<file path="src/rtl/regfile_wb_arbiter.sv">
// Register-file write-port arbiter: ALU results vs. buffered load returns.
// Optional WB_R0_DISCARD_EN: results targeting r0 complete but are never written.
module regfile_wb_arbiter #(
  parameter int DW    = 32,
  parameter int AW    = 5,
  parameter int DEPTH = 4
) (
  input  logic                     clk,
  input  logic                     reset,
  input  logic                     alu_valid,
  output logic                     alu_ready,
  input  logic [AW-1:0]            alu_da,
  input  logic [DW-1:0]            alu_data,
  input  logic                     mem_valid,
  output logic                     mem_ready,
  input  logic [AW-1:0]            mem_da,
  input  logic [DW-1:0]            mem_data,
  output logic                     RW,
  output logic [AW-1:0]            DA,
  output logic [DW-1:0]            D_data,
  output logic [31:0]              pend_mask,
  output logic [$clog2(DEPTH):0]   fifo_count
);

  localparam int PW = $clog2(DEPTH);
  localparam int CW = PW + 1;

  logic [AW-1:0] fifo_da   [DEPTH];
  logic [DW-1:0] fifo_data [DEPTH];
  logic [PW-1:0] rd_ptr, wr_ptr;
  logic [CW-1:0] count;
  logic          stall_q;
  logic          full, empty;
  logic          alu_r0, mem_r0;
  logic          wr_alu, pop, push;

`ifdef WB_R0_DISCARD_EN
  assign alu_r0 = (alu_da == '0);
  assign mem_r0 = (mem_da == '0);
`else
  assign alu_r0 = 1'b0;
  assign mem_r0 = 1'b0;
`endif

  assign full       = (count == CW'(DEPTH));
  assign empty      = (count == '0);
  assign fifo_count = count;

  assign alu_ready = alu_valid && !full && !reset;
  assign mem_ready = !full && !stall_q && !reset;
  assign push      = mem_valid && mem_ready && !mem_r0;

  // A full FIFO outranks the ALU so loads can never deadlock the port.
  always_comb begin
    wr_alu = 1'b0;
    pop    = 1'b0;
    if (full)
      pop = 1'b1;
    else if (alu_valid && !alu_r0)
      wr_alu = 1'b1;
    else if (!empty)
      pop = 1'b1;
  end

  always_comb begin
    pend_mask = '0;
    for (int i = 0; i < DEPTH; i++) begin
      if (CW'(i) < count)
        pend_mask[fifo_da[rd_ptr + PW'(i)]] = 1'b1;
    end
`ifdef WB_R0_DISCARD_EN
    pend_mask[0] = 1'b0;
`endif
  end

  always_ff @(posedge clk) begin
    if (push) begin
      fifo_da[wr_ptr]   <= mem_da;
      fifo_data[wr_ptr] <= mem_data;
    end
  end

  always_ff @(posedge clk or posedge reset) begin
    if (reset) begin
      rd_ptr  <= '0;
      wr_ptr  <= '0;
      count   <= '0;
      stall_q <= 1'b0;
    end else begin
      stall_q <= alu_valid && !alu_ready;
      if (push)
        wr_ptr <= wr_ptr + PW'(1);
      if (pop)
        rd_ptr <= rd_ptr + PW'(1);
      unique case ({push, pop})
        2'b10:   count <= count + CW'(1);
        2'b01:   count <= count - CW'(1);
        default: count <= count;
      endcase
    end
  end

  always_ff @(posedge clk or posedge reset) begin
    if (reset) begin
      RW     <= 1'b0;
      DA     <= '0;
      D_data <= '0;
    end else if (wr_alu) begin
      RW     <= 1'b1;
      DA     <= alu_da;
      D_data <= alu_data;
    end else if (pop) begin
      RW     <= 1'b1;
      DA     <= fifo_da[rd_ptr];
      D_data <= fifo_data[rd_ptr];
    end else begin
      RW <= 1'b0;
    end
  end

endmodule
</file>
<file path="config.mk">
export PLATFORM = sky130hd
export DESIGN_NAME = regfile_wb_arbiter
export DESIGN_NICKNAME = d
export VERILOG_FILES = /design/src/rtl/regfile_wb_arbiter.sv
export SDC_FILE = /design/constraint.sdc
export NUM_CORES = 1
export LEC_CHECK = 0
export ABC_AREA = 1
export BUFFER_PORTS_ARGS = -buffer_cell sky130_fd_sc_hd__buf_2
export CORE_ASPECT_RATIO = 0.8
export CORE_MARGIN = 5
export CORE_UTILIZATION = 40
export CTS_CLUSTER_DIAMETER = 60
export CTS_CLUSTER_SIZE = 12
export DETAILED_ROUTE_END_ITERATION = 8
export GPL_TIMING_DRIVEN = 0
export PLACE_DENSITY_LB_ADDON = 0.1
export SYNTH_ARGS = -nofsm -noshare
export SYNTH_HDL_FRONTEND = slang
export SYNTH_SLANG_ARGS = --single-unit
</file>
<file path="constraint.sdc">
create_clock -name clk -period 4.35 [get_ports clk]
set_input_delay 0.435 -clock clk [delete_from_list [all_inputs] [get_ports clk]]
set_output_delay 0.435 -clock clk [all_outputs]
set_load 0.1 [all_outputs]
</file>
==> out/results.ini, run 1 <==
[outcome]
status=finished clean

[die]
rows=50
fp.dieH_um=148.2
coreArea_um2=23460
start_util_pct=40.69
die_w_um=182.7
die_area_um2=27080
pin_count=153

[grt]
grt_max_degree=30
top_usage_layer=met1
grt_pass1_wl_um=44380
grt_use_met1_pct=32.49
use_met3_pct=3.790
gr-usage-all-layers_pct=21.20
overflow=0
grt_use_met2_pct=31.29
antenna_found_initial=3
grt_pass1_vias=7686

[drt]
wl_um=28640
dr.pass1.iters=5
detail_route.vias_per_cell=5.032
vias=7981
drcViolationCount=0
drtAntennaViolNets=0
drtIter0Drc=813
wl_per_cell_um=18.06

[critical_path]
critPathCaptureType=output port
critPathLaunchType=flop
crit_path_max_fanout=8
crit_arrival_ns=2.83
cp_data_required_time_ns=3.91
path_class=reg -> out

[yosys]
syn-num-nets=1172
yosysUniqueCellTypes=25
syn_area_um2=9547
netlist_instances=1085
avgSynthCellArea_um2=8.799
yosys_warnings=0
ys_ff_latch=194
ys_seq_area_share_pct=58.61

[place]
hpwl_um=20780
gp_congestion=0.9151
io_buffer_count=152

[run]
drv_cap=0

[cts]
clk_latency_ns=0.44
root_buffer=clkbuf_16
cts_tree=yes
cts_setup_buffers=0
ctsHoldBuffers=0
numClockSinks=194
cts_made_buffers=17
cts-resized-gates=0
htreeDepth=4
clk_pin_slew_ns=0.08
cts_buffer_depth=2

[cells_and_area]
seqCellArea_um2=5595
area_delta_synth_final_pct=19.80
multi_input_area_um2=3553
layout-drive-gt1-share_pct=20.02
num_antenna_cells=0
final_nets=1348
fill_cells=2227

[sta]
post-route-period-util_pct=75.10
finalSetupViolCount=0
slew_headroom_pct=57.40
hold_ws_ns=0.01142
rsz0062_at_grt=false
tightest_slew_ns=0.6391
setup_tns_ns=0
fin_worst_skew_ns=0.01332
clock.fmax_ghz=0.3061
period_minus_slack_ns=3.267
hold_viol_final=0
drv_slew=0

[hold_path]
hold_path_class=in -> async

==> logic make-up (layout without fill, tap and decap cells) <==
group / count (synthesis) / after routing / synth area share (%)
AO/OA/AOI/OAI: 95 / 95 / 5.491
XOR/XNOR: 5 / 5 / 0.4588
adder cells (fa/ha/maj): 9 / 9 / 1.180
buffers and inverters: 86 / 275 / 4.482
flip-flops: 194 / 194 / 58.61
AND/OR/NAND/NOR: 696 / 696 / 29.78
==> layout by cell type, fill, tap and decap left out, types with 17 or more instances in the layout <==
| cell type | count |
|---|---|
| nor2_1 | 235 |
| edfxtp_1 | 148 |
| nand2_1 | 352 |
| a22oi_1 | 18 |
| inv_1 | 42 |
| o21ai_0 | 54 |
| nand4_1 | 25 |
| nand3_1 | 58 |
| clkbuf_16 | 17 |
| buf_2 | 170 |
| o21ai_1 | 21 |
| dfrtp_1 | 46 |
==> layout make-up <==
| type | count | share of cell area [%] |
|---|---|---|
| Multi-Input combinational cell | 805 | 31.07 |
| Timing Repair Buffer | 157 | 7.527 |
| Clock inverter | 15 | 1.608 |
| Clock buffer | 17 | 3.720 |
| Buffer | 39 | 2.199 |
| Sequential cell | 194 | 48.92 |
| Inverter | 47 | 1.543 |
| Tap cell | 312 | 3.413 |
==> synthesized netlist by cell type <==
master,count,area (um2)
a21oi_1,1,5.000
edfxtp_1,148,4444
inv_2,4,15.01
clkbuf_1,3,11.26
buf_6,5,56.30
nand3_2,8,80.08
buf_2,18,90.09
buf_4,12,90.09
a22oi_1,18,135.1
nor2_2,1,6.260
xnor2_1,2,17.52
nand4_1,25,156.4
nand2_1,352,1321
nand2_4,2,22.52
inv_1,43,161.4
nand3_1,58,290.3
ha_1,9,112.6
o21ai_1,21,105.1
nand2_2,11,68.82
dfrtp_1,46,1151
o21ai_2,1,8.760
xor2_1,3,26.28
buf_1,1,3.750
o21ai_0,54,270.3
nor2_1,239,897.1
==> worst max-delay path, stage by stage (launching register included) <==
cell	delay, ns
dfrtp_1	0.47
inv_1	0.12
o21ai_0	0.51
nand3_1	0.45
nor2_1	0.23
nor2_1	0.07
nand2_1	0.10
buf_2	0.44
==> state kept, by name, indices dropped and copies added, names as in the netlist <==
register    count
DA              5
fifo_da        20
fifo_count      3
stall_q         1
wr_ptr          2
RW              1
rd_ptr          2
D_data         32
fifo_data     128
==> final timing paths <==
check	start	endpoint	slack [ns]	depth (start not counted)
min reg2reg	D_data[29]	D_data[29]	0.48	2
max reg2reg	fifo_count[0]	fifo_data[3][2]	1.82	8
min in group clk	mem_data[10]	fifo_data[3][10]	0.21	1
min	reset	D_data[21]	0.01	2
max in group asynchronous	reset	D_data[3]	3.77	3
max	fifo_count[0]	pend_mask[20]	1.08	7
==> routing by layer <==
metal	wire length, um	up-vias
li1	-	3941
met1	13990	3722
met2	12140	272
met3	2050	40
met4	417	6
met5	40	-
==> stage by stage <==
step                std cells  utilization [%]  worst slack (ns)  cell area (um2)
floorplan                1085                -           -0.2721             9547
global placement         1549            45.60           -0.4632            10700
detailed placement       1554            46.15             1.567            10830
CTS                      1586            48.75             1.077            11440
global route             1586            48.75            0.8141            11440
finish                   1586            48.75             1.083            11440
Power of run 1 is not shown: default switching activity piles up to over one toggle a cycle in this logic, so the estimate is an artifact.
==> inputs of run 2 (changes only) <==
==> constraint.sdc (replaced) <==
create_clock -name clk -period 3.34 [get_ports clk]
set_input_delay 0.334 -clock clk [delete_from_list [all_inputs] [get_ports clk]]
set_output_delay 0.334 -clock clk [all_outputs]
set_load 0.1 [all_outputs]
==> run 2 against run 1 <==
Effect of this change:
- via count increased by 0.98%
- cell count about the same
- cell area decreased by 0.34%
- critical path depth increased by 2
- sequential cell count unchanged
- hold slack improved by 0.094 ns
- core utilization decreased by 0.17 points
- routed wire length decreased by 0.68%
- global-route usage decreased by 0.11 points
- worst setup slack got worse by 0.81 ns
- non-clock buffer count decreased by 2
- die area unchanged
==> out/results.ini, run 2 (synthesis gave the netlist of run 1 again) <==
[cts]
numClockSinks=194  ; unchanged
cts_setup_buffers=0  ; unchanged
cts_made_buffers=17  ; unchanged
cts_buffer_depth=2  ; unchanged
cts-resized-gates=0  ; unchanged
clk_pin_slew_ns=0.08  ; about the same
root_buffer=clkbuf_16  ; unchanged
clk_latency_ns=0.44  ; about the same
cts_tree=yes  ; unchanged
ctsHoldBuffers=1  ; was 0
htreeDepth=4  ; unchanged

[hold_path]
min_from=mem_data[9]
hold_path_class=in -> reg  ; was in -> async
worstHoldEndpoint=fifo_data[3][9]
holdPathStages=1

[critical_path]
critPathLaunchType=flop  ; unchanged
crit_arrival_ns=2.73  ; was 2.83 ns
critPathTopFamily=simple AND/OR/NAND/NOR gates  ; unchanged
path_cells=inv_1, buf_2, nand3_1, nand2_1, nand3_1, nor2_1, nor2_1, nand2_1, buf_2  ; was inv_1, o21ai_0, nand3_1, nor2_1, nor2_1, nand2_1, buf_2
crit_buf_inv=3  ; was 2
crit_path_max_fanout=10  ; was 8
critPathCaptureType=output port  ; unchanged
worstRegToRegCells=7  ; was 8
r2r_slack_ns=0.42  ; was 1.82 ns
worst_r2r_endpoint=fifo_data[0][10]  ; was fifo_data[3][2]
cp_data_required_time_ns=3.01  ; was 3.91 ns
slowest_delay_ns=0.43  ; was 0.51 ns
slowest_stage=buf_2  ; was o21ai_0
r2r-start=fifo_count[0]  ; unchanged
path_class=reg -> out  ; unchanged

[drt]
drtIter0Drc=974  ; was 813
drtAntennaViolNets=0  ; unchanged
wl_um=28440  ; was 28640 um
dr.pass1.iters=5  ; unchanged
vias=8059  ; was 7981
wl_per_cell_um=17.94  ; was 18.06 um
detail_route.vias_per_cell=5.085  ; was 5.032
drcViolationCount=0  ; unchanged

[sta]
setup_tns_ns=0  ; unchanged
finalSetupViolCount=0  ; unchanged
hold_ws_ns=0.1054  ; was 0.01142 ns
slew_headroom_pct=14.83  ; was 57.40%
hold_viol_final=0  ; unchanged
post-route-period-util_pct=91.78
clock.fmax_ghz=0.3262
drv_slew=0  ; unchanged
rsz0062_at_grt=false  ; unchanged
period_minus_slack_ns=3.065
fin_worst_skew_ns=0.01206  ; was 0.01332 ns
tightest_slew_ns=1.274  ; was 0.6391 ns

[die]
rows=50  ; unchanged
die_w_um=182.7  ; unchanged
die_area_um2=27080  ; unchanged
start_util_pct=40.69  ; unchanged
pin_count=153  ; unchanged
fp.dieH_um=148.2  ; unchanged
coreArea_um2=23460  ; unchanged

[cells_and_area]
layout_common_cells=nand2_1 (352), nor2_1 (235), buf_2 (170)  ; unchanged
multi_input_area_um2=3553  ; unchanged
seqCellArea_um2=5598  ; was 5595 um2
final-instance-count-excl-fill=1585  ; was 1586
layout-drive-gt1-share_pct=20.05  ; was 20.02%
largestRegisters=fifo_data x128, D_data x32, fifo_da x20  ; unchanged
area_delta_synth_final_pct=19.40  ; was 19.80%
final_common_cell=nand2_1  ; unchanged
fill_cells=2215  ; was 2227
largest_reg_flops=128  ; unchanged
top_register=fifo_data  ; unchanged
final_nets=1346  ; was 1348

[place]
hpwl_um=20260  ; was 20780 um
io_buffer_count=152  ; unchanged
gp_congestion=0.9645  ; was 0.9151
place_inst=1551  ; was 1554

[grt]
antenna_found_initial=3  ; unchanged
grt_max_degree=38  ; was 30
overflow=0  ; unchanged
gr-usage-all-layers_pct=21.09  ; was 21.20%
grt_pass1_wl_um=44220  ; was 44380 um
grt_pass1_vias=7614  ; was 7686

[outcome]
status=finished clean  ; unchanged

[run]
drv_cap=0  ; unchanged

## run 2: worst max path at each step
stage               depth (start not counted)  slack [ns]             to     startpoint
floorplan                                  10        0.13  fifo_count[2]  fifo_count[2]
detailed placement                          7        0.35  fifo_da[0][4]  fifo_count[0]
CTS                                         9        0.33  pend_mask[14]      rd_ptr[1]
global placement                            7        0.30  fifo_da[3][3]  fifo_count[0]
global route                                9        0.12  pend_mask[17]      rd_ptr[1]
finish                                      9        0.27  pend_mask[14]      rd_ptr[1]
## run 2: worst reg2reg max path, stage by stage, from the launching register on
cell and delay, ns:
dfrtp_2 0.44, inv_1 0.10, ha_1 0.22, nand2_1 0.16, nand2_1 0.12, clkinvlp_4 0.08
nand2_1 0.30, nor2_4 1.09
## run 2: metrics by stage
| step | cell area [um2] | util (%) | worst slack, ns |
|---|---|---|---|
| floorplan | 9583 | - | 0.1333 |
| global placement | 10730 | 45.75 | 0.2967 |
| detailed placement | 10770 | 45.93 | 0.3514 |
| CTS | 11400 | 48.58 | 0.3278 |
| global route | 11400 | 48.58 | 0.1234 |
| finish | 11400 | 48.59 | 0.2746 |
## run 2: cell type report
cell class	instances	area share (%)
Timing Repair Buffer	155	7.113
Sequential cell	194	49.11
Clock inverter	13	1.383
Tap cell	312	3.425
Clock buffer	19	3.985
Buffer	39	2.206
Multi-Input combinational cell	805	31.17
Antenna cell	1	0.02195
Inverter	47	1.581
## run 2: per-layer routing
metal	global-route usage, %	share of wire, %
met1	31.98	49
met2	29.98	41
met4	4.351	1.2
met5	0	0.16
met3	6.308	8.9
Power of run 2 is left out for the same reason.
==> inputs of run 3 (changes only) <==
--- a/config.mk
+++ b/config.mk
@@ -5,7 +5,7 @@
 export SDC_FILE = /design/constraint.sdc
 export NUM_CORES = 1
 export LEC_CHECK = 0
-export ABC_AREA = 1
+export ABC_AREA = 0
 export BUFFER_PORTS_ARGS = -buffer_cell sky130_fd_sc_hd__buf_2
 export CORE_ASPECT_RATIO = 0.8
 export CORE_MARGIN = 5
==> run 3 against run 2 <==
Effect of this change:
- synthesized cell count shrank 48%
- cell area shrank 2.9%
- core utilization grew 1.0 points
- via count shrank 26%
- routed wire length shrank 16%
- die area shrank 5.5%
- hold slack lost 0.070 ns
- maximum frequency shrank 4.6%
- area after synthesis shrank 5.8%
- critical path depth shrank 3
- non-clock buffer count shrank 6
- cell count shrank 33%
- critical endpoint is now pend_mask[26]
- largest cell class unchanged
==> out/results.ini, run 3 <==
[critical_path]
r2r_slack_ns=0.40  ; was 0.42 ns
critPathCaptureType=output port  ; unchanged
critPathTopFamily=buffers and inverters  ; was simple AND/OR/NAND/NOR gates
crit_arrival_ns=2.88  ; was 2.73 ns
critPathLaunchType=flop  ; unchanged
crit_path_max_fanout=10  ; unchanged
slowest_stage=mux4_2  ; was buf_2
worst_r2r_endpoint=D_data[16]  ; was fifo_data[0][10]
path_class=reg -> out  ; unchanged
slowest_delay_ns=0.59  ; was 0.43 ns
cp-startpoint=rd_ptr[0]  ; was rd_ptr[1]
r2r-start=fifo_count[1]  ; was fifo_count[0]
path_cells=buf_6, buf_4, mux4_2, nor2_2, a221o_1, buf_2  ; was inv_1, buf_2, nand3_1, nand2_1, nand3_1, nor2_1, nor2_1, nand2_1, buf_2
crit_buf_inv=3  ; unchanged
cp_data_required_time_ns=3.01  ; about the same
worstRegToRegCells=9  ; was 7

[cells_and_area]
largest_reg_flops=128  ; unchanged
final_nets=825  ; was 1346
layout-drive-gt1-share_pct=39.55  ; was 20.05%
final-instance-count-excl-fill=1057  ; was 1585
fin_util_pct=49.61  ; was 48.59%
largestRegisters=fifo_data x128, D_data x32, fifo_da x20  ; unchanged
top_register=fifo_data  ; unchanged
final_common_cell=edfxtp_1  ; was nand2_1
num_antenna_cells=0  ; was 1
area_delta_synth_final_pct=23.18  ; was 19.40%
fill_cells=1962  ; was 2215
fin_area_um2=11070  ; was 11400 um2
layout_common_cells=edfxtp_1 (148), buf_2 (132), mux4_2 (51)  ; was nand2_1 (352), nor2_1 (235), buf_2 (170)

[die]
coreArea_um2=22320  ; was 23460 um2
die_w_um=177.6  ; was 182.7 um
fp.dieH_um=144.1  ; was 148.2 um
die_area_um2=25590  ; was 27080 um2
rows=49  ; was 50
pin_count=153  ; unchanged
start_util_pct=40.28  ; was 40.69%

[sta]
rsz0062_at_grt=false  ; unchanged
finalSetupViolCount=0  ; unchanged
slew_headroom_pct=52.57  ; was 14.83%
post-route-period-util_pct=96.23  ; was 91.78%
fin_worst_skew_ns=0.01837  ; was 0.01206 ns
hold_viol_final=0  ; unchanged
clock.fmax_ghz=0.3111  ; was 0.3262 GHz
tightest_slew_ns=0.7084  ; was 1.274 ns
drv_slew=0  ; unchanged
setup_tns_ns=0  ; unchanged
period_minus_slack_ns=3.214  ; was 3.065 ns

[place]
gp_congestion=0.8398  ; was 0.9645
io_buffer_count=152  ; unchanged
placed_area_um2=10280  ; was 10770 um2
hpwl_um=16630  ; was 20260 um
place_inst=1027  ; was 1551

[grt]
use_met3_pct=4.130  ; was 6.308%
grt_use_met2_pct=31.13  ; was 29.98%
gr-usage-all-layers_pct=19.07  ; was 21.09%
overflow=0  ; unchanged
grt_pass1_wl_um=36870  ; was 44220 um
antenna_found_initial=3  ; unchanged
grt_pass1_vias=6237  ; was 7614
grt_use_met1_pct=26.15  ; was 31.98%
grt_max_degree=38  ; unchanged
top_usage_layer=met2  ; was met1

[cts]
cts_buffer_depth=2  ; unchanged
cts_tree=yes  ; unchanged
htreeDepth=4  ; unchanged
cts_made_buffers=17  ; unchanged
clk_pin_slew_ns=0.08  ; about the same
clk_latency_ns=0.44  ; about the same
numClockSinks=194  ; unchanged
root_buffer=clkbuf_16  ; unchanged

[drt]
drtIter0Drc=375  ; was 974
detail_route.vias_per_cell=5.617  ; was 5.085
drtAntennaViolNets=0  ; unchanged
wl_um=23800  ; was 28440 um
drcViolationCount=0  ; unchanged
wl_per_cell_um=22.52  ; was 17.94 um
dr.pass1.iters=5  ; unchanged
vias=5937  ; was 8059

[yosys]
synth_most_common_cell=edfxtp_1  ; was nand2_1
yosysUniqueCellTypes=50  ; was 25
synth_flop_cell=edfxtp_1  ; unchanged
yosys_warnings=0  ; unchanged
ys_ff_latch=194  ; unchanged
yosys.area.top_type_share_pct=49.44  ; was 46.55%
syn_area_um2=8989  ; was 9547 um2
avgSynthCellArea_um2=15.83  ; was 8.799 um2
synth_edf_count=148  ; unchanged
netlist_instances=568  ; was 1085
yosysTopAreaCell=edfxtp_1  ; unchanged
synth_commonest_cells=edfxtp_1 (148), mux4_2 (51), dfrtp_1 (46)  ; was nand2_1 (352), nor2_1 (239), edfxtp_1 (148)
ys_top_cells_by_area=edfxtp_1 (49%), dfrtp_1 (13%), mux4_2 (13%)  ; was edfxtp_1 (47%), nand2_1 (14%), dfrtp_1 (12%)
ys_seq_area_share_pct=62.25  ; was 58.61%
async_reset_ff_share_pct=23.71  ; unchanged
syn-num-nets=655  ; was 1172

[hold_path]
hold_path_class=in -> async  ; was in -> reg

[outcome]
status=finished clean  ; unchanged

[run]
drv_cap=0  ; unchanged

==> run 3: cell types whose count changed in the layout (fill, tap and decap cells not counted), sizes merged, moves of 10 or more <==
cell,change
mux4,+52
o21ai,-36
mux2i,+39
nand4,-23
buf,-25
a221o,+22
nor2,-235
nand2,-323
clkbuf,+19
o221ai,+10
o22ai,+18
inv,-41
nand3,-62
==> run 3: timing repair <==
action | in CTS | in global routing
setup buffers | 0 | 2
setup endpoints to repair | 28 | 31
resized for setup | 35 | 21
hold buffers | 0 | 0
==> run 3: worst max path at each step <==
stage / to / depth (start not counted) / slack [ns]
after global routing: pend_mask[26] / 8 / 0.006
after floorplan: pend_mask[4] / 3 / -0.40
after global placement: alu_ready / 4 / 0.19
final: pend_mask[26] / 6 / 0.13
after detailed placement: pend_mask[4] / 8 / 0.25
after CTS: pend_mask[10] / 7 / 0.0008
==> run 3: area by class of cell <==
| class | instances | area, um2 | share of cell area, % |
|---|---|---|---|
| buffer | 33 | 186.4 | 1.684 |
| multi-input combinational | 329 | 3356 | 30.31 |
| sequential | 194 | 5603 | 50.60 |
| tap | 306 | 382.9 | 3.458 |
| timing repair buffer | 155 | 902.1 | 8.148 |
| clock buffer | 18 | 429.2 | 3.876 |
| inverter | 8 | 30.03 | 0.2712 |
| clock inverter | 14 | 182.7 | 1.650 |
==> run 3: cell families after synthesis <==
| kind of cell | Yosys count | share of synthesized area, % |
|---|---|---|
| multiplexers | 91 | 17.41 |
| buffers and inverters | 45 | 2.255 |
| AND/OR/NAND/NOR | 102 | 6.612 |
| flip-flops | 194 | 62.25 |
| AO/OA/AOI/OAI | 121 | 9.633 |
| adder cells (fa/ha/maj) | 9 | 1.253 |
| XOR/XNOR | 6 | 0.5846 |
==> run 3: metal layers <==
layer	part of all wire, %	wire (um)	vias up
met4	1.4	327	6
met3	5.8	1382	32
li1	-	-	2669
met2	48	11410	186
met1	45	10640	3044
met5	0.14	34	-
==> run 3: metrics by stage <==
| step | setup WS, ns | hold WS [ns] |
|---|---|---|
| floorplan | -0.4011 | 0.4329 |
| global placement | 0.1871 | 0.4570 |
| detailed placement | 0.2535 | 0.4653 |
| CTS | 0.0008176 | 0.05851 |
| global route | 0.005554 | 0.08909 |
| finish | 0.1261 | 0.03516 |
Power of run 3 is left out for the same reason.
